`config.mk`:
```
export PLATFORM = sky130hd
export DESIGN_NAME = guess_judge_fsm
export DESIGN_NICKNAME = d
export VERILOG_FILES = /design/src/rtl/guess_judge_fsm.sv
export SDC_FILE = /design/constraint.sdc
export NUM_CORES = 1
export LEC_CHECK = 0
export CAP_MARGIN = 10
export CORE_MARGIN = 2
export CORE_UTILIZATION = 40
export CTS_CLUSTER_SIZE = 30
export DETAILED_ROUTE_END_ITERATION = 10
export PLACE_DENSITY_LB_ADDON = 0.05
export RECOVER_POWER = 25
export SLEW_MARGIN = 0
export SYNTH_ARGS = -nofsm -noshare
export SYNTH_HDL_FRONTEND = slang
export SYNTH_SLANG_ARGS = --single-unit
```
`constraint.sdc`:
```
create_clock -name iClk -period 3.3 [get_ports iClk]
set_input_delay 0.99 -clock iClk [delete_from_list [all_inputs] [get_ports iClk]]
set_output_delay 0.99 -clock iClk [all_outputs]
set_load 0.02 [all_outputs]
```
`src/rtl/guess_judge_fsm.sv`:
```
// Up/down number-game judge: samples comparator flags on each guess strobe,
// issues HIGH/LOW hints, narrows the legal secret range and declares WIN/LOSE.
module guess_judge_fsm #(
  parameter int W       = 4,
  parameter int MAX_TRY = 7
) (
  input  logic         iClk,
  input  logic         iRsn,
  input  logic         iStart,
  input  logic         iValid,
  input  logic [W-1:0] iGuess,
  input  logic         iAgtB,
  input  logic         iAltB,
  input  logic         iAeqB,
  output logic         oHigh,
  output logic         oLow,
  output logic         oWin,
  output logic         oLose,
  output logic         oBusy,
  output logic         oErr,
  output logic [3:0]   oTryCnt,
  output logic [W-1:0] oLoBnd,
  output logic [W-1:0] oHiBnd
);

  typedef enum logic [1:0] {
    Idle,
    Play,
    Win,
    Lose
  } stateT;

  localparam logic [W-1:0] AllOnes = '1;
  localparam logic [W-1:0] One     = W'(1);
  localparam logic [3:0]   MaxTry  = 4'(MAX_TRY);

  stateT        state, stateNext;
  logic         highNext, lowNext, errNext;
  logic [3:0]   tryNext, tryInc;
  logic [W-1:0] loNext, hiNext;
  logic         flagsOneHot, guessIllegal;

  always_ff @(posedge iClk) begin
    if (!iRsn) begin
      state   <= Idle;
      oHigh   <= 1'b0;
      oLow    <= 1'b0;
      oErr    <= 1'b0;
      oTryCnt <= 4'd0;
      oLoBnd  <= '0;
      oHiBnd  <= AllOnes;
    end else begin
      state   <= stateNext;
      oHigh   <= highNext;
      oLow    <= lowNext;
      oErr    <= errNext;
      oTryCnt <= tryNext;
      oLoBnd  <= loNext;
      oHiBnd  <= hiNext;
    end
  end

  // A guess that would push a bound past 0 or all-ones is rejected like an out-of-range one.
  always_comb begin
    stateNext    = state;
    highNext     = oHigh;
    lowNext      = oLow;
    errNext      = 1'b0;
    tryNext      = oTryCnt;
    loNext       = oLoBnd;
    hiNext       = oHiBnd;
    tryInc       = oTryCnt + 4'd1;
    flagsOneHot  = ({iAgtB, iAltB, iAeqB} == 3'b100) ||
                   ({iAgtB, iAltB, iAeqB} == 3'b010) ||
                   ({iAgtB, iAltB, iAeqB} == 3'b001);
    guessIllegal = !flagsOneHot || (iGuess < oLoBnd) || (iGuess > oHiBnd) ||
                   (iAgtB && (iGuess == '0)) || (iAltB && (iGuess == AllOnes));

    if (iStart) begin
      stateNext = Play;
      highNext  = 1'b0;
      lowNext   = 1'b0;
      tryNext   = 4'd0;
      loNext    = '0;
      hiNext    = AllOnes;
    end else if (iValid && (state == Play)) begin
      if (guessIllegal) begin
        errNext = 1'b1;
      end else if (iAeqB) begin
        stateNext = Win;
        highNext  = 1'b0;
        lowNext   = 1'b0;
        loNext    = iGuess;
        hiNext    = iGuess;
      end else begin
        if (iAgtB) begin
          highNext = 1'b1;
          lowNext  = 1'b0;
          hiNext   = iGuess - One;
        end else begin
          highNext = 1'b0;
          lowNext  = 1'b1;
          loNext   = iGuess + One;
        end
        tryNext = tryInc;
        if (tryInc == MaxTry) begin
          stateNext = Lose;
        end
      end
    end
  end

  assign oBusy = (state == Play);
  assign oWin  = (state == Win);
  assign oLose = (state == Lose);

endmodule

```
==> reports/qor.yml <==
place:
  port_buffers: 28
  dpl.cell_count: 206
  place_ws_ps: -73.3
  hpwl_mm: 2.08
  place.gp.congestion: 0.876
sta:
  finalWorstSetupSlack_ps: 188
  max_slew.worst_pin.slew_ps: 477
  hold_viol: 0
  final.setup.tns_ps: 0
  setup_viol: 0
  slew_viol_final: 0
  clock.fmax_mhz: 321
  timing.final.crit_share_pct: 94.3
  clock_skew_ps: 3.02
  period_minus_slack_ps: 3110
  max-slew-margin-rel_pct: 68.1
  rsz0062_at_grt: "no"
pwr:
  ir_drop_mv: 0.185
  total_power_w: 0.000407
  power.leakage_nw: 0.645
  powerDensity_mw_per_mm2: 262
grt:
  grt_pass1_vias: 1094
  grt_usage_pct: 17.4
  grt-ovfl-total: 0
  grt_max_degree: 12
  grt_pass1_wl_mm: 4.51
  antenna_found_initial: 0
job:
  drv_cap: 0
clock_network:
  holdBufCountCts: 0
  cts_max_path_buffers: 2
  clock-sinks: 17
  cts.repair.resized: 0
  cts_tree: "yes"
  root_buffer: "clkbuf_4"
  post_cts_buffers: 0
  numCtsBuffers: 3
  clk_latency_ps: 280
  clk_pin_slew_ps: 100
  htree_levels: 1
yosys:
  syn_inst: 137
  seq_area_frac_synth_pct: 30.2
  synth_warnings: 0
  synth_cell_types: 36
  synth-async-reset-ratio_pct: 0
  synth_nets: 160
  postSynthAreaPerCell_um2: 8.22
  yosysTopAreaCellShare_pct: 30.2
  syn_area_mm2: 0.00113
  yosys-top-cells-area: "dfxtp_1 30%, ha_1 13%, a21oi_1 4.9%"
  ys.flop_type: "dfxtp_1"
  yosysTopAreaCell: "dfxtp_1"
  synth-seq-cells: 17
  synth-edff-count: 0
routing:
  drtIter0Drc: 27
  wire_per_inst_um: 12.3
  drtAntennaViolNets: 0
  drtPass1Iterations: 4
  drc_errors: 0
  wl_mm: 2.58
  vias: 1092
  post_drt_via_cell_ratio: 5.20
worst_setup_path:
  crit_type: "input port to flop"
  crit_start: "iGuess[0]"
  crit_path_end_kind: "flop"
  worstPathRequired_ps: 3520
  reg2reg_slack_ps: 1060
  crit_fanout: 6
  rr_worst_depth: 8
  worstSetupStartpointType: "input port"
  reg2reg_to: "oTryCnt[3]$_SDFFE_PP0P_"
  r2r-start: "oHiBnd[1]$_SDFFE_PP1P_"
  critPathArrivalTime_ps: 3330
  crit_end: "oTryCnt[3]$_SDFFE_PP0P_"
floorplanning:
  num_io_pins: 29
  core_area_mm2: 0.00271
  rows: 19
  start_util_pct: 41.6
  die_w_um: 57.1
  die_h_um: 57.1
  dieArea_mm2: 0.00326
cells_and_area:
  antennaDiodeCount: 0
  layout_common_cells: "20 x clkdlybuf4s50_1, 17 x dfxtp_1, 15 x buf_4, 13 x inv_1, 12 x ha_1"
  syn_to_final_growth_pct: 38.2
  num-nets-final: 203
  n_fill_cell: 265
  finalNonFillerCells: 210
  final_common_cell: "clkdlybuf4s50_1"
  drive_gt1_share_pct: 11.7
worst_hold_path:
  min_path_type: "flop to flop"
outcome:
  status: "complete, no violations"
-- stage by stage --
step | hold slack (ps) | utilization, % | cell area, µm²
2_1_floorplan | 452 | - | 1130
3_3_place_gp | 438 | 56.5 | 1530
3_5_place_dp | 443 | 56.5 | 1530
4_1_cts | 457 | 57.4 | 1560
5_1_grt | 489 | 57.4 | 1560
6_report | 450 | 57.4 | 1560
-- cells in the mapped netlist (2+ instances only) --
cell type,number
or4_1,2
nor3_1,5
ha_1,12
nand2_1,9
nand3_1,5
mux2i_1,3
o31ai_1,3
dfxtp_1,17
xnor2_1,4
clkbuf_1,3
xor2_1,2
nor2_1,11
inv_1,13
a21oi_1,11
nor4_1,2
a211oi_1,3
nand2b_1,2
o21ai_0,8
nor2b_1,5
-- critical path, cell delays in order --
cell	delay, ps
clkdlybuf4s50_1	590
inv_1	120
ha_1	220
a21oi_1	160
o22ai_2	110
or4_1	510
or4_1	490
a21oi_1	140
-- worst min-delay path by stage --
| stage | start | endpoint | slack [ps] | cells past startpoint |
|---|---|---|---|---|
| 2_1_floorplan | state[1]$_SDFFE_PP0P_ | state[1]$_SDFFE_PP0P_ | 450 | 2 |
| 3_3_place_gp | oHigh$_SDFFE_PP0P_ | oHigh$_SDFFE_PP0P_ | 440 | 2 |
| 3_5_place_dp | oHigh$_SDFFE_PP0P_ | oHigh$_SDFFE_PP0P_ | 440 | 2 |
| 4_1_cts | oHigh$_SDFFE_PP0P_ | oHigh$_SDFFE_PP0P_ | 460 | 2 |
| 5_1_grt | oHigh$_SDFFE_PP0P_ | oHigh$_SDFFE_PP0P_ | 490 | 2 |
| 6_report | oHigh$_SDFFE_PP0P_ | oHigh$_SDFFE_PP0P_ | 450 | 2 |
-- sequential cells by signal (all words and copies together), names as in the netlist --
register and flops:
oLow 1, oHigh 1, oLoBnd 4, oHiBnd 4, oTryCnt 4, oErr 1, state 2
-- where the power goes --
group / switching [W] / internal, W / total (W)
combinational: 0.0000445 / 0.0000429 / 0.0000873
clock: 0.0000641 / 0.0000469 / 0.000111
sequential: 0.00000175 / 0.000207 / 0.000209
-- metal layers --
metal	vias to the layer above	routed length (µm)	track usage (%)
li1	571	-	-
met1	501	1210	21.0
met2	18	1260	31.0
met3	2	83	1.81
met4	0	27	7.97
met5	-	0	0
-- logic make-up after synthesis --
kind of cell / synth area share (%)
compound gates: 20.3
xor+xnor: 4.67
fa+ha+maj: 13.3
buf+inv: 6.78
flops: 30.2
mux: 2.67
simple gates: 22.0
-- layout make-up --
| type | count | area [µm²] | area share [%] |
|---|---|---|---|
| Inverter | 13 | 48.8 | 3.14 |
| Sequential cell | 17 | 340 | 21.9 |
| Multi-Input combinational cell | 102 | 709 | 45.6 |
| Clock buffer | 4 | 26.3 | 1.69 |
| Timing Repair Buffer | 43 | 393 | 25.2 |
| Tap cell | 31 | 38.8 | 2.49 |
(Power assumes the default switching activity.)
==> edit 1, RTL diff (config.mk and constraints unchanged) <==
The 4 states of `stateT` get a Gray code encoding in 2 bits.
--- a/src/rtl/guess_judge_fsm.sv
+++ b/src/rtl/guess_judge_fsm.sv
@@ -24,10 +24,10 @@
 );
 
   typedef enum logic [1:0] {
-    Idle,
-    Play,
-    Win,
-    Lose
+    Idle = 2'b00,
+    Play = 2'b01,
+    Win  = 2'b11,
+    Lose = 2'b10
   } stateT;
 
   localparam logic [W-1:0] AllOnes = '1;
Behaviour: no difference found for any inputs over 10 cycles, from zero or initial values; not proved beyond that.
==> edit 1 against the unedited design <==
Register-to-register slack is essentially flat; core utilization increased by 1.1 points; area after synthesis grew 1.8%; cell area rose by 2.7%; routed wire length is 12% higher; sequential power is essentially flat; final cell count is 0.48% higher; critical path depth is 1 higher; first-iteration DRC count fell by 48%; total power is 1.7% higher; worst setup slack improved by 0.043 ns; sequential cell count unchanged; clock power grew 5%; largest power group unchanged.
==> edit 1: results (changes against the unedited design) <==
setup clock skew after layout=0.00784 ns (+0.00482 ns); all-layer global routing usage=20.0% (+2.5 points); first-pass GRT wire length=5120 µm (+13%); Final Hold Slack=0.476 ns (+0.0252 ns); post-layout instance count excluding filler cells=211 (+0.48%); Worst EP arrival=3.28 ns (-0.05 ns); worst hold start=oLoBnd[1]$_SDFFE_PP0P_; maximum VDD drop=0.000191 V (+3.3%); end of the worst register-to-register path=oLoBnd[3]$_SDFFE_PP0P_; Relative slew margins=55.2% (-13 points); clock latency on the worst-skew pair=0.30 ns (+0.02 ns); Switching Power=0.000118 W (+6.7%); share of synthesized area occupied by flip-flops and latches=29.7% (-0.53 points); vias after detailed routing=1122 (+2.7%); Initial DRC Count=14 (-48%); delay contributed by the slowest stage of the critical path=0.48 ns (-0.11 ns); outcome=finished, final reports clean; number of standard cells after synthesis=136 (-0.73%); R2R cell count=9 (+1); Synth Net Count=159 (-0.63%); layout cells sized above 1=13.9% (+2.2 points); CP max FO=7 (+1); HP Class=flip-flop to flip-flop; cell area reported after detailed placement=0.00157 mm² (+2.7%); vias in the first global route=1155 (+5.6%); half-perimeter wire length after detailed placement=2260 µm (+8.7%); final WL=2880 µm (+12%); leading post-synthesis cells by instance count=dfxtp_1, ha_1, nor2_1, inv_1, nand2_1; Routability Congestion=0.852 (-2.8%); cell leakage power=0.681 nW (+5.5%); fill count=254 (-4.2%); top cells by area, synth=dfxtp_1, ha_1, mux2i_1; endpoint with the worst hold slack=oLoBnd[1]$_SDFFE_PP0P_; unique cell type count in the Yosys netlist=39 (+8.3%)
## edit 1: layout make-up
type                    instances  area share [%]
clock inverters                 1           0.313
well taps                      31            2.43
inverters                      10            2.35
flip-flops and latches         17            21.3
repair buffers                 45            25.5
multi-input cells             104            46.7
clock buffers                   3            1.41
## edit 1: how the worst max path moves through the flow
stage,startpoint,to,slack (ns)
4_1_cts,iGuess[1],oLoBnd[3]$_SDFFE_PP0P_,0.24
6_report,iGuess[1],oLoBnd[3]$_SDFFE_PP0P_,0.23
3_5_place_dp,iGuess[1],oLoBnd[3]$_SDFFE_PP0P_,-0.07
5_1_grt,iGuess[1],oLoBnd[3]$_SDFFE_PP0P_,0.1
3_3_place_gp,iGuess[1],oLoBnd[3]$_SDFFE_PP0P_,-0.02
2_1_floorplan,iGuess[1],oLoBnd[3]$_SDFFE_PP0P_,0.54
## edit 1: critical path, delay by kind of cell
kind / cells / cell delay [ns]
simple gates: 3 / 0.96
fa+ha+maj: 1 / 0.33
buf+inv: 2 / 0.65
compound gates: 3 / 0.34
## edit 1: kinds of logic (layout without fill, tap and decap cells)
kind of cell,after synthesis,in the layout,synth area share [%]
AND/OR/NAND/NOR,51,51,24.6
AO/OA/AOI/OAI,29,29,17.8
flip-flops,17,17,29.7
buffers and inverters,15,59,5.13
adder cells (fa/ha/maj),12,12,13.1
XOR/XNOR,7,7,5.35
multiplexers,5,5,4.37
## edit 1: stage by stage
stage / worst slack (ns) / util (%)
2_1_floorplan: 0.541 / -
3_3_place_gp: -0.0247 / 57.5
3_5_place_dp: -0.0685 / 57.5
4_1_cts: 0.241 / 58.5
5_1_grt: 0.0972 / 58.5
6_report: 0.230 / 58.5
## edit 1: power groups by stage
stage	clock network, W	logic (W)	registers [W]
final	0.000117	0.0000882	0.000209
after global routing	0.000133	0.0000978	0.000209
after CTS	0.000122	0.0000891	0.000209
after detailed placement	0	0.0000884	0.000214
after global placement	0	0.0000878	0.000213
after floorplan	0	0.0000403	0.000215
## edit 1: routing by layer
metal  global-route usage (%)  vias to the layer above  wire (µm)  part of all wire, %
met5                        0                        -          0                    0
met1                     26.4                      525       1390                   48
li1                         -                      574          -                    -
met4                     7.64                        0         42                  1.5
met3                     3.17                        5        104                  3.6
met2                     32.6                       18       1340                   47
==> edit 2, RTL diff (same settings) <==
Without the edit above. Change the parameter `MAX_TRY` from 7 to 6.
--- a/src/rtl/guess_judge_fsm.sv
+++ b/src/rtl/guess_judge_fsm.sv
@@ -2,7 +2,7 @@
 // issues HIGH/LOW hints, narrows the legal secret range and declares WIN/LOSE.
 module guess_judge_fsm #(
   parameter int W       = 4,
-  parameter int MAX_TRY = 7
+  parameter int MAX_TRY = 6
 ) (
   input  logic         iClk,
   input  logic         iRsn,
Check against the original RTL: not equivalent (a bounded check fails within 10 cycles, from zero or initial values).
==> edit 2 against the unedited design <==
Worst setup slack gained 0.11 ns; core utilization shrank 1.2 points; cell area shrank 0.40%; sequential power is essentially flat; clock power grew 7%; count of clock-buffer cells in the layout shrank 1; area after synthesis grew 3.1%; largest cell class unchanged; largest power group unchanged; total power grew 0.78%; non-clock buffer count shrank 5; routed wire length grew 8.3%; sequential cell count is the same.
==> edit 2: results (changes against the unedited design) <==
all-layer global routing usage=18.4% (+0.92 points); met3 wire len=112 µm (+35%); Worst EP arrival=3.23 ns (-0.10 ns); proportion of synthesized flip-flops having asynchronous set or reset=0% (unchanged); Synth Net Count=165 (+3.1%); M1 GR Usage=25.2% (+4.2 points); unique cell type count in the Yosys netlist=41 (+14%); leading post-synthesis cells by instance count=dfxtp_1, ha_1, nand2_1, a21oi_1, inv_1; via density per instance=5.45 (+4.8%); clock latency on the worst-skew pair=0.30 ns (+0.02 ns); Internal=0.000292 W (-1.7%); power in the clock group=0.000119 W (+7%); maximum VDD drop=0.000176 V (-4.9%); cell at the root of the clock tree=clkbuf_4; share of synthesized area occupied by flip-flops and latches=29.3% (-0.91 points); number of antenna violations at the first check in global routing=0 (unchanged); CP max FO=16 (+10); Post-CTS Setup Repair Bufs=0 (unchanged); cell leakage power=0.626 nW (-2.9%); Routability Congestion=0.904 (+3.1%); fill count=252 (-4.9%); H-tree levels=1 (unchanged); HP Class=flip-flop to flip-flop; routed metal-1 wirelength=1380 µm (+15%); post-route minimum period=3.01 ns (-0.106 ns); first-pass iteration count of the detailed router=5 (+1); delay contributed by the slowest stage of the critical path=0.54 ns (-0.05 ns); worst-case setup slack after placement=0.00240 ns (+0.0757 ns); number of buffers added on ports=28 (unchanged); fraction of met3 tracks used by global routing=2.68% (+0.86 points); WL per Instance=13.4 µm (+9.3%); top cells by area, synth=dfxtp_1, ha_1, a21oi_1; final-stage net count=201 (-0.99%); Initial DRC Count=46 (+70%); worst-case register-to-register setup slack=approximately 1.1 ns; Relative slew margins=57.8% (-10 points); crit path capture type=flip-flop; half-perimeter wire length after detailed placement=2170 µm (+4.4%); largest registers=oHiBnd: 4 flops, oLoBnd: 4 flops, oTryCnt: 4 flops; clock network fraction of design power=29.0% (+1.8 points); layout cells sized above 1=10.7% (-1.0 points); number of standard cells after synthesis=142 (+3.6%); cell area reported after detailed placement=0.00152 mm² (-0.49%); Slowest cell on crit path=or4_1; vias in the first global route=1085 (-0.82%); critical path startpoint=iGuess[1]; vias after detailed routing=1134 (+3.8%); setup clock skew after layout=0.00562 ns (+0.00260 ns); Final Hold Slack=0.489 ns (+0.0391 ns); number of antenna cells inserted=0 (unchanged); first-pass GRT wire length=4840 µm (+7.2%); met2 routed wirelength=1270 µm (+0.32%); grt met2 use=29.5% (-1.5 points); Crit Reg-Reg Startpoint=oHiBnd[1]$_SDFFE_PP1P_; post-CTS sizing=0 (unchanged); outcome=finished, final reports clean; pin count of the biggest net entering global routing=17 (+5); share of power burned in registers=50.9% (-0.4 points)
[edit 2: cell types whose count changed after synthesis, sizes merged, moves of 2 or more]
cell / change
inv: -2
nor3: -5
a211oi: -2
nor2: -4
xnor2: -2
nand2: +3
nor4b: -2
nand4b: +2
o21ai: +3
nor3b: +2
clkbuf: +2
nand2b: +2
or3: +4
o21bai: +2
[edit 2: logic make-up (layout without fill, tap and decap cells)]
kind of cell / Yosys count / in the layout / synth area share (%)
simple gates: 48 / 48 / 23.6
compound gates: 40 / 40 / 22.2
buf+inv: 18 / 53 / 6.36
flops: 17 / 17 / 29.3
fa+ha+maj: 12 / 12 / 12.9
xor+xnor: 4 / 4 / 3.02
mux: 3 / 3 / 2.59
[edit 2: layout make-up]
class	count	share of cell area (%)
Tap cell	31	2.50
Sequential cell	17	22.0
Multi-Input combinational cell	107	48.2
Timing Repair Buffer	38	22.9
Clock inverter	1	0.323
Clock buffer	3	1.45
Inverter	11	2.66
